===== src/rtl/accel_pkg.sv =====
// Shared types and constants for the tri-accelerator subsystem:
// accelerator select and top-level FSM state encodings, plus the BRAM bank map.
package accel_pkg;

    typedef enum logic [1:0] {
        ACCEL_MLP = 2'd0,
        ACCEL_CNN = 2'd1,
        ACCEL_RNN = 2'd2
    } accel_type_e;

    typedef enum logic [2:0] {
        STATE_IDLE         = 3'd0,
        STATE_LOAD_WEIGHTS = 3'd1,
        STATE_LOAD_INPUT   = 3'd2,
        STATE_COMPUTE      = 3'd3,
        STATE_STORE_OUTPUT = 3'd4,
        STATE_DONE         = 3'd5
    } state_e;

    localparam int BRAM_BANKS = 19;

    localparam int BANK_INPUT_0      = 0;
    localparam int BANK_INPUT_1      = 1;
    localparam int BANK_WEIGHT_0     = 2;
    localparam int BANK_WEIGHT_11    = 13;
    localparam int BANK_ACTIVATION_0 = 14;
    localparam int BANK_ACTIVATION_1 = 15;
    localparam int BANK_BIAS         = 16;
    localparam int BANK_OUTPUT_0     = 17;
    localparam int BANK_OUTPUT_1     = 18;

endpackage


===== src/rtl/pm_bank_policy.sv =====
// Combinational FSM-state -> BRAM bank power mask decoder.
// I/O banks are always on; weights stay powered from load through done;
// activations only while computing/storing; bias only while computing.
module pm_bank_policy
    import accel_pkg::*;
(
    input  state_e                  current_state,
    output logic [BRAM_BANKS-1:0]   bank_mask
);

    logic [BRAM_BANKS-1:0] io_mask;
    logic [BRAM_BANKS-1:0] wgt_mask;
    logic [BRAM_BANKS-1:0] act_mask;

    // Build the bank-group masks from the bank index map
    always_comb begin
        io_mask  = '0;
        wgt_mask = '0;
        act_mask = '0;
        io_mask[BANK_INPUT_0]  = 1'b1;
        io_mask[BANK_INPUT_1]  = 1'b1;
        io_mask[BANK_OUTPUT_0] = 1'b1;
        io_mask[BANK_OUTPUT_1] = 1'b1;
        for (int i = BANK_WEIGHT_0; i <= BANK_WEIGHT_11; i++) begin
            wgt_mask[i] = 1'b1;
        end
        act_mask[BANK_ACTIVATION_0] = 1'b1;
        act_mask[BANK_ACTIVATION_1] = 1'b1;
    end

    // Select the mask for the current state; unknown encodings fall back to IDLE
    always_comb begin
        bank_mask = io_mask;
        case (current_state)
            STATE_LOAD_WEIGHTS,
            STATE_LOAD_INPUT,
            STATE_DONE:         bank_mask = io_mask | wgt_mask;
            STATE_COMPUTE:      bank_mask = '1;
            STATE_STORE_OUTPUT: bank_mask = io_mask | wgt_mask | act_mask;
            default:            bank_mask = io_mask;
        endcase
    end

endmodule


===== src/rtl/power_manager.sv =====
// Power manager for the MLP/CNN/RNN accelerators: clock-gate enables,
// BRAM bank power enables and DSP operand-isolation enables, all
// combinational from the inputs and forced low until the post-reset
// ready flag is set.
// Optional build macro PM_ACTIVITY_CNT_EN adds saturating per-accelerator
// active-cycle counters.
module power_manager
    import accel_pkg::*;
#(
    parameter int CNT_WIDTH = 32
) (
    input  logic                  clk,
    input  logic                  rst_n,
    input  accel_type_e           active_accel,
    input  logic                  accel_active,
    input  state_e                current_state,
    output logic                  mlp_clk_en,
    output logic                  cnn_clk_en,
    output logic                  rnn_clk_en,
    output logic [BRAM_BANKS-1:0] bank_power_en,
    output logic                  mlp_dsp_en,
    output logic                  cnn_dsp_en,
    output logic                  rnn_dsp_en
`ifdef PM_ACTIVITY_CNT_EN
    ,
    output logic [CNT_WIDTH-1:0]  mlp_active_cycles,
    output logic [CNT_WIDTH-1:0]  cnn_active_cycles,
    output logic [CNT_WIDTH-1:0]  rnn_active_cycles
`endif
);

    if (CNT_WIDTH < 1) begin : g_bad_cnt_width
        $error("power_manager: CNT_WIDTH must be at least 1");
    end

    logic                  pm_ready_q;
    logic                  pm_ready_d;
    logic [2:0]            clk_en;     // {rnn, cnn, mlp}
    logic [2:0]            dsp_en;
    logic                  in_compute;
    logic [BRAM_BANKS-1:0] bank_mask;

    pm_bank_policy u_bank_policy (
        .current_state (current_state),
        .bank_mask     (bank_mask)
    );

    // Ready flag rises on the first edge out of reset and then holds
    always_comb begin
        pm_ready_d = 1'b1;
    end

    // Ready flag register; async clear makes outputs drop with rst_n
    always_ff @(posedge clk or negedge rst_n) begin
        if (!rst_n) pm_ready_q <= 1'b0;
        else        pm_ready_q <= pm_ready_d;
    end

    // Decode enables; an unknown accel encoding leaves every enable low
    always_comb begin
        clk_en     = '0;
        in_compute = (current_state == STATE_COMPUTE);
        if (pm_ready_q && accel_active) begin
            clk_en[0] = (active_accel == ACCEL_MLP);
            clk_en[1] = (active_accel == ACCEL_CNN);
            clk_en[2] = (active_accel == ACCEL_RNN);
        end
        dsp_en = clk_en & {3{in_compute}};
    end

    assign mlp_clk_en    = clk_en[0];
    assign cnn_clk_en    = clk_en[1];
    assign rnn_clk_en    = clk_en[2];
    assign mlp_dsp_en    = dsp_en[0];
    assign cnn_dsp_en    = dsp_en[1];
    assign rnn_dsp_en    = dsp_en[2];
    assign bank_power_en = pm_ready_q ? bank_mask : '0;

`ifdef PM_ACTIVITY_CNT_EN
    logic [2:0][CNT_WIDTH-1:0] cnt_q;
    logic [2:0][CNT_WIDTH-1:0] cnt_d;

    // Saturating count of cycles each accelerator clock is enabled
    always_comb begin
        cnt_d = cnt_q;
        for (int i = 0; i < 3; i++) begin
            if (clk_en[i] && (cnt_q[i] != '1)) cnt_d[i] = cnt_q[i] + 1'b1;
        end
    end

    // Activity counter registers
    always_ff @(posedge clk or negedge rst_n) begin
        if (!rst_n) cnt_q <= '0;
        else        cnt_q <= cnt_d;
    end

    assign mlp_active_cycles = cnt_q[0];
    assign cnn_active_cycles = cnt_q[1];
    assign rnn_active_cycles = cnt_q[2];
`endif

endmodule


===== config.mk =====
export PLATFORM = sky130hd
export DESIGN_NAME = power_manager
export DESIGN_NICKNAME = d
export VERILOG_FILES = /design/src/rtl/accel_pkg.sv /design/src/rtl/pm_bank_policy.sv /design/src/rtl/power_manager.sv
export SDC_FILE = /design/constraint.sdc
export NUM_CORES = 1
export LEC_CHECK = 0
export ABC_AREA = 1
export BUFFER_PORTS_ARGS = -buffer_cell sky130_fd_sc_hd__clkbuf_2
export CAP_MARGIN = 30
export CORE_AREA = 4 4 41 43
export CTS_CLUSTER_DIAMETER = 60
export DETAILED_ROUTE_END_ITERATION = 12
export DIE_AREA = 0 0 45 47
export PLACE_DENSITY = 0.52
export SLEW_MARGIN = 10
export SYNTH_ARGS = -nofsm -noshare
export SYNTH_HDL_FRONTEND = slang
export SYNTH_SLANG_ARGS = --single-unit

===== constraint.sdc =====
create_clock -name clk -period 4 [get_ports clk]
set_input_delay 0.8 -clock clk [delete_from_list [all_inputs] [get_ports clk]]
set_output_delay 0.8 -clock clk [all_outputs]
set_load 0.02 [all_outputs]

; ---- After elaboration in Yosys (flattened, before gate mapping)
; Index checks and enable logic that the tools add are counted.
; W data, S select, Z words.
[classes]
eq_ne = 7
mul = 0
n_lt_le_gt_ge = 0
reduce_logical = 3
div_mod_pow = 0
n_shift = 0
bitwise = 1
n_addsub = 0
mux = 3
[op_table]
columns = op, n
row1 = $pmux W17 S3, 1
row2 = $mux W19, 1
row3 = $eq A3 B2 Y1 const B, 2
row4 = $eq A3 B3 Y1 const B, 2
row5 = $and A3 B3 Y3, 1
row6 = $eq A3 B1 Y1 const B, 1
row7 = $mux W3, 1
row8 = $reduce_or A3 Y1, 1
row9 = $eq A2 B1 Y1 const B, 1
row10 = $eq A2 B2 Y1 const B, 1
row11 = $logic_not A2 Y1, 1
row12 = $logic_and A1 B1 Y1, 1
[totals]
ram_bits = 0
output_inout_bits = 25
n_memories = 0
mem_bits_ro = 0
ff_bits = 1
latchBits = 0

; ---- Depth between registers and ports, before layout
; Gate-level depths: netlist (run 1).
[logic_depth]
depth_word = 4
depth_mapped = 4
depth_no_buf = 4

; ---- Cells and area by module
; From an unflattened synthesis (run 1), not the netlist that was laid out.
[unflattened]
hier_cells = 88
area_unflattened_um2 = 441.7
[by_module_without_submodules]
columns = mod, cells_each, area_per_inst_um2, instances
row1 = power_manager, 60, 274.0, 1
row2 = pm_bank_policy, 28, 167.7, 1

; ---- Worst setup path after synthesis (run 1)
; No wires, ideal clock.
[synth_timing]
kind = input -> output
start = input port current_state[1]
end = output port bank_power_en[10]
required_ns = 3.200
path_stages = 4
arrival_time_ns = 1.924
path_slack_ns = 1.276
cell_sequence = inv_1 > nand2_1 > a21oi_1 > buf_4
[synth_via]
elab_chain_cells = 4
elab_cells_between_ends = 8
[synth_lines]
columns = item, line
row1 = start: declaration, power_manager.sv:16  ; input state_e current_state,
row2 = "$eq A3 B1 Y1, or another cell as far along", pm_bank_policy.sv:34  ; case (current_state)
row3 = $reduce_or A3 Y1, pm_bank_policy.sv:34
row4 = $pmux W17 S3 (*), pm_bank_policy.sv:34
row5 = $mux W19 (*), power_manager.sv:77  ; assign bank_power_en = pm_ready_q ? bank_mask : '0;
row6 = end: declaration, power_manager.sv:20  ; output logic [BRAM_BANKS-1:0] bank_power_en,
; Every way passes the cells marked *; elsewhere a longest branch is shown, timed or not.

; ---- Worst setup path in the final report (run 1)
[layout_timing]
start = input port current_state[2]
end = output port bank_power_en[10]
; The elaborated chain is that of the path after synthesis.

==> results of run 1 <==
## per-layer routing
metal  up-vias  wire [µm]
met4         0          0
met1       102        213
li1        136          -
met5         -          0
met2        21        252
met3         0         85
## path summary, 6_finish.rpt
check                                 start                 to  slack, ps
max                        current_state[2]  bank_power_en[10]       1320
min                                   rst_n         pm_ready_q        580
max in group asynchronous             rst_n         pm_ready_q       3340
min in group clk                 pm_ready_q   bank_power_en[0]       1380
## critical path, cell delays in order
cell and delay [ps]:
clkbuf_2 100, inv_2 60, o21ai_0 70, a21oi_1 560, clkbuf_2 290
## area by class of cell
class	instances	area (µm²)
well taps	15	18.8
repair buffers	32	160
inverters	9	33.8
multi-input cells	15	77.6
fillers	150	986
flip-flops and latches	1	25.0
## per-stage QoR
step / util / total power, mW / worst slack (ps)
final: 0.242 / 0.0519 / 1320
after global routing: 0.242 / 0.0554 / 1150
after CTS: 0.242 / 0.0529 / 1260
after detailed placement: 0.242 / 0.0528 / 1260
after global placement: 0.242 / 0.0525 / 1310
after floorplan: - / 0.0497 / 1280
## cells in the mapped netlist
master    count  area [µm²]
buf_4        16         120
inv_1         8        30.0
nor2_1        4        15.0
nand3_1       3        15.0
nand2_1       2        7.51
a21oi_1       1        5.00
a21oi_2       1        8.76
conb_1        1        3.75
dfrtp_1       1        25.0
inv_2         1        3.75
nand3_2       1        10.0
nand3b_1      1        7.51
o21ai_0       1        5.00
## power by group
group	switching [mW]	total (mW)	internal, mW
combinational	0.0279	0.0404	0.0125
sequential	0.000709	0.0115	0.0108
clock	0	0	0
## cell families (layout without fill, tap and decap cells)
| logic type | Yosys count | count (layout) |
|---|---|---|
| AO/OA/AOI/OAI | 3 | 3 |
| buffers and inverters | 25 | 41 |
| flip-flops | 1 | 1 |
| other | 1 | 1 |
| AND/OR/NAND/NOR | 11 | 11 |
==> results.toml, run 1 <==
[sta]
slew_viol_final = 0
fin_crit_sh = 0.670
setup_violations = 0
hold_violations = 0
grt_setup_unrepaired = "false"
slew_headroom = 0.535
fmax_ghz = 0.373
fin_setup_tns_ps = 0
whs_ps = 575
period_minus_slack_ps = 2680
worst_pin_slew_ps = 697

[drt]
vias = 259
drt_iter0_drc = 1
via_per_inst = 3.60
dr.pass1.iters = 2
ant_nets = 0
drc = 0
wire_per_inst_um = 7.67
wl_um = 552

[power]
irDropWorstVdd_mv = 0.0811
power_leakage_nw = 0.236
cellPowerDensity_nw_per_um2 = 165

[synthesis]
avgSynthCellArea_um2 = 6.26
synth_xor_area_frac = 0
ys_types = 13
muxShareOfSynthArea = 0
yosysWarnings = 0
synth_cells = 41
ys_ff_latch = 1
syn_nets = 49
synth-compound-area-share = 0.0732
synth_fa_ha_area_frac = 0
synth_top_family_by_area = "buffers and inverters"
synth-simple-area-share = 0.215
seq_area_frac_synth = 0.0976
netlist_area_um2 = 256

[global_routing]
grt_usage = 0.0465
grt_pass1_wl_um = 793
grt.busiest_layer = "met2"
grt_max_degree = 13
grtUsageMet3 = 0.0115
met1_usage = 0.0631
antenna_found_initial = 0
grt_overflow = 0
use_met2 = 0.0791
grt_pass1_vias = 218

[floorplanning]
num_rows = 13
dieArea_um2 = 2120
num_io_pins = 33
fp.coreArea_um2 = 1300
start_util = 0.197
die_h_um = 47
chipWidth_um = 45

[critical_path]
worstPathRequired_ps = 3200
crit_path_end_kind = "primary output"
critical_path_peak_fanout = 12
start_kind = "input port"
worstSetupPathType = "input port to primary output"
cp.arrival_ps = 1880

[finish]
regMostFlops = "pm_ready_q"
syn2layout_area_growth_pct = 22.9
fin_cells = 72
layout.nets = 67
drive_gt1_frac = 0.614
final_area_um2 = 315
largest_register_ff_count = 1
layout_common_cells = "clkbuf_2 (32), inv_1 (8), nor2_1 (4)"
n_antenna_cell = 0
largestRegisters = "pm_ready_q: 1 flops"
layout_commonest_cell = "clkbuf_2"

[clock_network]
post_cts_buffers = 0
hold_buffers = 0
clk_pin_slew_ps = 0
cts_resized = 0

[place]
place.gp.congestion = 0.621
dp_hpwl_um = 517
dp_cells = 72
port_buffers = 32
placed_area_um2 = 315

[run_status]
outcome = "complete, no violations"

[flow_run]
cap_violations = 0

[hold_path]
hold_path_class = "input port to async pin"
(Power assumes the default switching activity.)
==> run 2: changes to the inputs <==
Clock period 4 ns to 2.8 ns, I/O delays scaled along.
==> run 2 against run 1 <==
- routed wire length rose by 2.9%
- setup slack got worse by 360 ps
- final cell count up 1.4%
- global-route usage fell by 0.079 points
- worst hold slack lost 240 ps
==> results.toml, run 2 (synthesized netlist as in run 1, its figures left out) <==
[finish]
multi_input_area_um2 = 77.6
drive_gt1_frac = 0.621
largestRegisters = "pm_ready_q: 1 flops"
n_antenna_cell = 0
fill_cells = 153
final_util = 0.248
fin_cells = 73
largest_register_ff_count = 1
seqCellArea_um2 = 25.0
regMostFlops = "pm_ready_q"
syn2layout_area_growth_pct = 25.9
layout.nets = 68
layout_commonest_cell = "clkbuf_2"
layout_common_cells = "clkbuf_2 (32), inv_1 (8), nor2_1 (4)"
final_area_um2 = 323

[floorplanning]
num_io_pins = 33
start_util = 0.197
chipWidth_um = 45
dieArea_um2 = 2120
die_h_um = 47
fp.coreArea_um2 = 1300
num_rows = 13

[clock_network]
post_cts_buffers = 0
cts_resized = 0
clk_pin_slew_ps = 0
hold_buffers = 0

[critical_path]
cpMostUsedCell = "clkbuf_2"
cp_slowest_stage_delay_ps = 180
worstPathRequired_ps = 2240
cp_slowest_cell = "buf_4"
start_kind = "input port"
worstSetupPathType = "input port to primary output"
critical_path_peak_fanout = 12
cp.arrival_ps = 1280
crit_chain = "clkbuf_2 > inv_2 > o21ai_0 > a21oi_1 > buf_4 > clkbuf_2"
crit_path_end_kind = "primary output"

[power]
p_sw_mw = 0.0411
cellPowerDensity_nw_per_um2 = 235
internal_power_mw = 0.0346
clkPwrFrac = 0
p_seq_frac = 0.216
sw_frac_of_total = 0.543
pwr-share-comb = 0.784
irDropWorstVdd_mv = 0.110
power_leakage_nw = 0.241

[drt]
dr.pass1.iters = 2
via_per_inst = 3.58
ant_nets = 0
vias = 261
drc = 0
wl_um = 568
wire_per_inst_um = 7.78
drt_iter0_drc = 1

[sta]
period_minus_slack_ps = 1840
fin_setup_tns_ps = 0
fmax_ghz = 0.543
grt_setup_unrepaired = "false"
slew_viol_final = 0
hold_violations = 0
setup_violations = 0
fin_crit_sh = 0.658

[global_routing]
grt_overflow = 0
grt_usage = 0.0457
grt_pass1_wl_um = 772
grt_max_degree = 13
antenna_found_initial = 0
grt_pass1_vias = 207

[place]
dp_hpwl_um = 530
dp_cells = 73
placed_area_um2 = 323
place.gp.congestion = 0.639
port_buffers = 32

[hold_path]
hold_path_class = "input port to async pin"

[flow_run]
cap_violations = 0

[run_status]
outcome = "complete, no violations"
-- run 2: worst max-delay path by stage --
stage	start	endpoint	slack [ps]	cells past startpoint
after global placement	current_state[2]	bank_power_en[5]	970	6
after floorplan	current_state[1]	bank_power_en[10]	560	4
after detailed placement	current_state[2]	bank_power_en[6]	950	6
final	current_state[2]	bank_power_en[6]	960	6
after global routing	current_state[2]	bank_power_en[3]	860	6
after CTS	current_state[2]	bank_power_en[6]	940	6
-- run 2: through the flow --
step                      total power, mW  hold slack [ps]  setup WS, ps
final                              0.0758              335           957
after global routing               0.0805              337           863
after CTS                          0.0769              337           944
after detailed placement           0.0768              337           951
after global placement             0.0765              336           970
after floorplan                    0.0709              264           556
-- run 2: routing by layer --
metal	track usage	up-vias	routed length, µm
li1	-	138	-
met1	0.0541	102	220
met2	0.0876	21	254
met3	0.0115	0	93
met4	0	0	0
met5	0	-	0
-- run 2: critical path: cells and delay by family --
| kind | cells | cell delay (ps) |
|---|---|---|
| AO/OA/AOI/OAI | 2 | 200 |
| buffers and inverters | 4 | 520 |
-- run 2: cell type report --
type,instances,share of cell area
repair buffers,33,0.519
multi-input cells,15,0.240
inverters,9,0.105
flip-flops and latches,1,0.0775
well taps,15,0.0581
-- run 2: power groups by stage --
stage / sequential [mW] / clock [mW] / combinational (mW)
after floorplan: 0.0163 / 0 / 0.0546
after global placement: 0.0164 / 0 / 0.0601
after detailed placement: 0.0165 / 0 / 0.0604
after CTS: 0.0165 / 0 / 0.0605
after global routing: 0.0167 / 0 / 0.0638
final: 0.0164 / 0 / 0.0594
==> run 3: changes to the inputs <==
Settings changed: ABC_AREA 1 to 0, PLACE_DENSITY 0.52 to 0.54.
Clock period 2.8 ns to 1.5 ns, I/O delays scaled along.
==> run 3 against run 2 <==
- final area grew 7.0%
- sequential cell count is the same
- setup slack lost 890 ps
- combinational power grew 110%
- utilization grew 1.7 points
==> results.toml, run 3 <==
[place]
dp_hpwl_um = 527
port_buffers = 32
place.gp.congestion = 0.550
dp_cells = 65

[sta]
setup_violations = 0
hold_violations = 0
fin_crit_sh = 0.958
slew_viol_final = 0
grt_setup_unrepaired = "false"
period_minus_slack_ps = 1440
fmax_ghz = 0.696

[finish]
seqCellArea_um2 = 25.0
layout_commonest_cell = "clkbuf_2"
n_antenna_cell = 0
fin_cells = 67
multi_input_area_um2 = 111
drive_gt1_frac = 0.750
regMostFlops = "pm_ready_q"
fill_cells = 155
final_util = 0.265
layout.nets = 62
largestRegisters = "pm_ready_q: 1 flops"
largest_register_ff_count = 1
layout_common_cells = "clkbuf_2 (32), nor3_1 (3), buf_4 (3)"
syn2layout_area_growth_pct = 38.0

[floorplanning]
fp.coreArea_um2 = 1300
dieArea_um2 = 2120
num_io_pins = 33
start_util = 0.192
num_rows = 13
die_h_um = 47
chipWidth_um = 45

[clock_network]
clk_pin_slew_ps = 0
hold_buffers = 0
post_cts_buffers = 2
cts_resized = 0

[global_routing]
grt_pass1_vias = 188
grt_usage = 0.0481
antenna_found_initial = 0
grt_max_degree = 9
grt_overflow = 0
grt_pass1_wl_um = 821

[drt]
via_per_inst = 3.94
vias = 264
ant_nets = 0
drc = 0
wl_um = 589
drt_iter0_drc = 0
wire_per_inst_um = 8.79
dr.pass1.iters = 1

[synthesis]
avgSynthCellArea_um2 = 7.58
yosysWarnings = 0
synth_top_cell_area_share = 0.480
synth_enable_flop_cells = 0
ys_ff_latch = 1
seq_area_frac_synth = 0.100
synth_commonest_cells = "buf_4 (16), nor3_1 (3), inv_1 (2), nor4_1 (2)"
yosysMostFrequentCell = "buf_4"
ys_top_cells_by_area = "buf_4 (48%), dfrtp_1 (10%), nor3_1 (6.0%)"
synth_cells = 33
synth_top_area_cell = "buf_4"
synth-main-ff-cell = "dfrtp_1"
netlist_area_um2 = 250
async_flop_share = 1.00
ys_types = 14
syn_nets = 41

[critical_path]
cp_slowest_stage_delay_ps = 330
crit_chain = "clkbuf_2 > nor3_1 > a211oi_4 > buf_4 > clkbuf_2"
cp-endpoint = "bank_power_en[6]"
worstSetupPathType = "input port to primary output"
crit_path_end_kind = "primary output"
cp_slowest_cell = "nor3_1"
cp.arrival_ps = 1140
path_depth = 5
worstPathRequired_ps = 1200
start_kind = "input port"
crit_path_start = "current_state[2]"
cpMostUsedCell = "clkbuf_2"
path_buf_inv = 3
critical_path_peak_fanout = 8
critPathTopFamily = "buffers and inverters"

[flow_run]
cap_violations = 0

[power]
irDropWorstVdd_mv = 0.163
cellPowerDensity_nw_per_um2 = 451
power_leakage_nw = 0.202

[run_status]
outcome = "complete, no violations"

[hold_path]
hold_path_class = "input port to async pin"
-- run 3: cell families (layout without fill, tap and decap cells) --
logic type | after synthesis | after routing | synth area share
and+or+nand+nor | 11 | 11 | 0.310
DFF | 1 | 1 | 0.100
buffers and inverters | 18 | 37 | 0.510
other | 1 | 1 | 0.0150
AOI/OAI and AO/OA | 2 | 2 | 0.0650
-- run 3: report_power, final --
part	switching, mW	internal (mW)
Combinational	0.0814	0.0436
Sequential	0.00194	0.0289
Clock	0	0
-- run 3: cell type report --
class	instances	share of cell area
Tap cell	15	0.0543
Timing Repair Buffer	35	0.529
Inverter	2	0.0217
Sequential cell	1	0.0725
Multi-Input combinational cell	14	0.322
-- run 3: routing by layer --
metal  wire length (µm)  track usage  vias up
li1                   -            -      134
met5                  0            0        -
met2                312       0.0876       16
met3                 64      0.00383        0
met1                212       0.0655      114
met4                  0            0        0
-- run 3: worst min-delay path by stage --
stage / start / endpoint
finish: rst_n / pm_ready_q
detailed placement: rst_n / pm_ready_q
global placement: rst_n / pm_ready_q
global route: rst_n / pm_ready_q
CTS: rst_n / pm_ready_q
floorplan: rst_n / pm_ready_q
-- run 3: metrics by stage --
stage | setup slack, ps | area [µm²] | hold slack, ps | setup TNS, ps | power [mW]
after floorplan | -36.9 | 264 | 4.41 | -297 | 0.137
after global placement | -15.9 | 330 | 75.5 | -177 | 0.151
after detailed placement | -45.2 | 330 | 77.4 | -524 | 0.152
after CTS | 51.0 | 345 | 77.4 | 0 | 0.158
after global routing | 2.95 | 345 | 80.0 | 0 | 0.166
final | 63.2 | 345 | 76.2 | 0 | 0.156
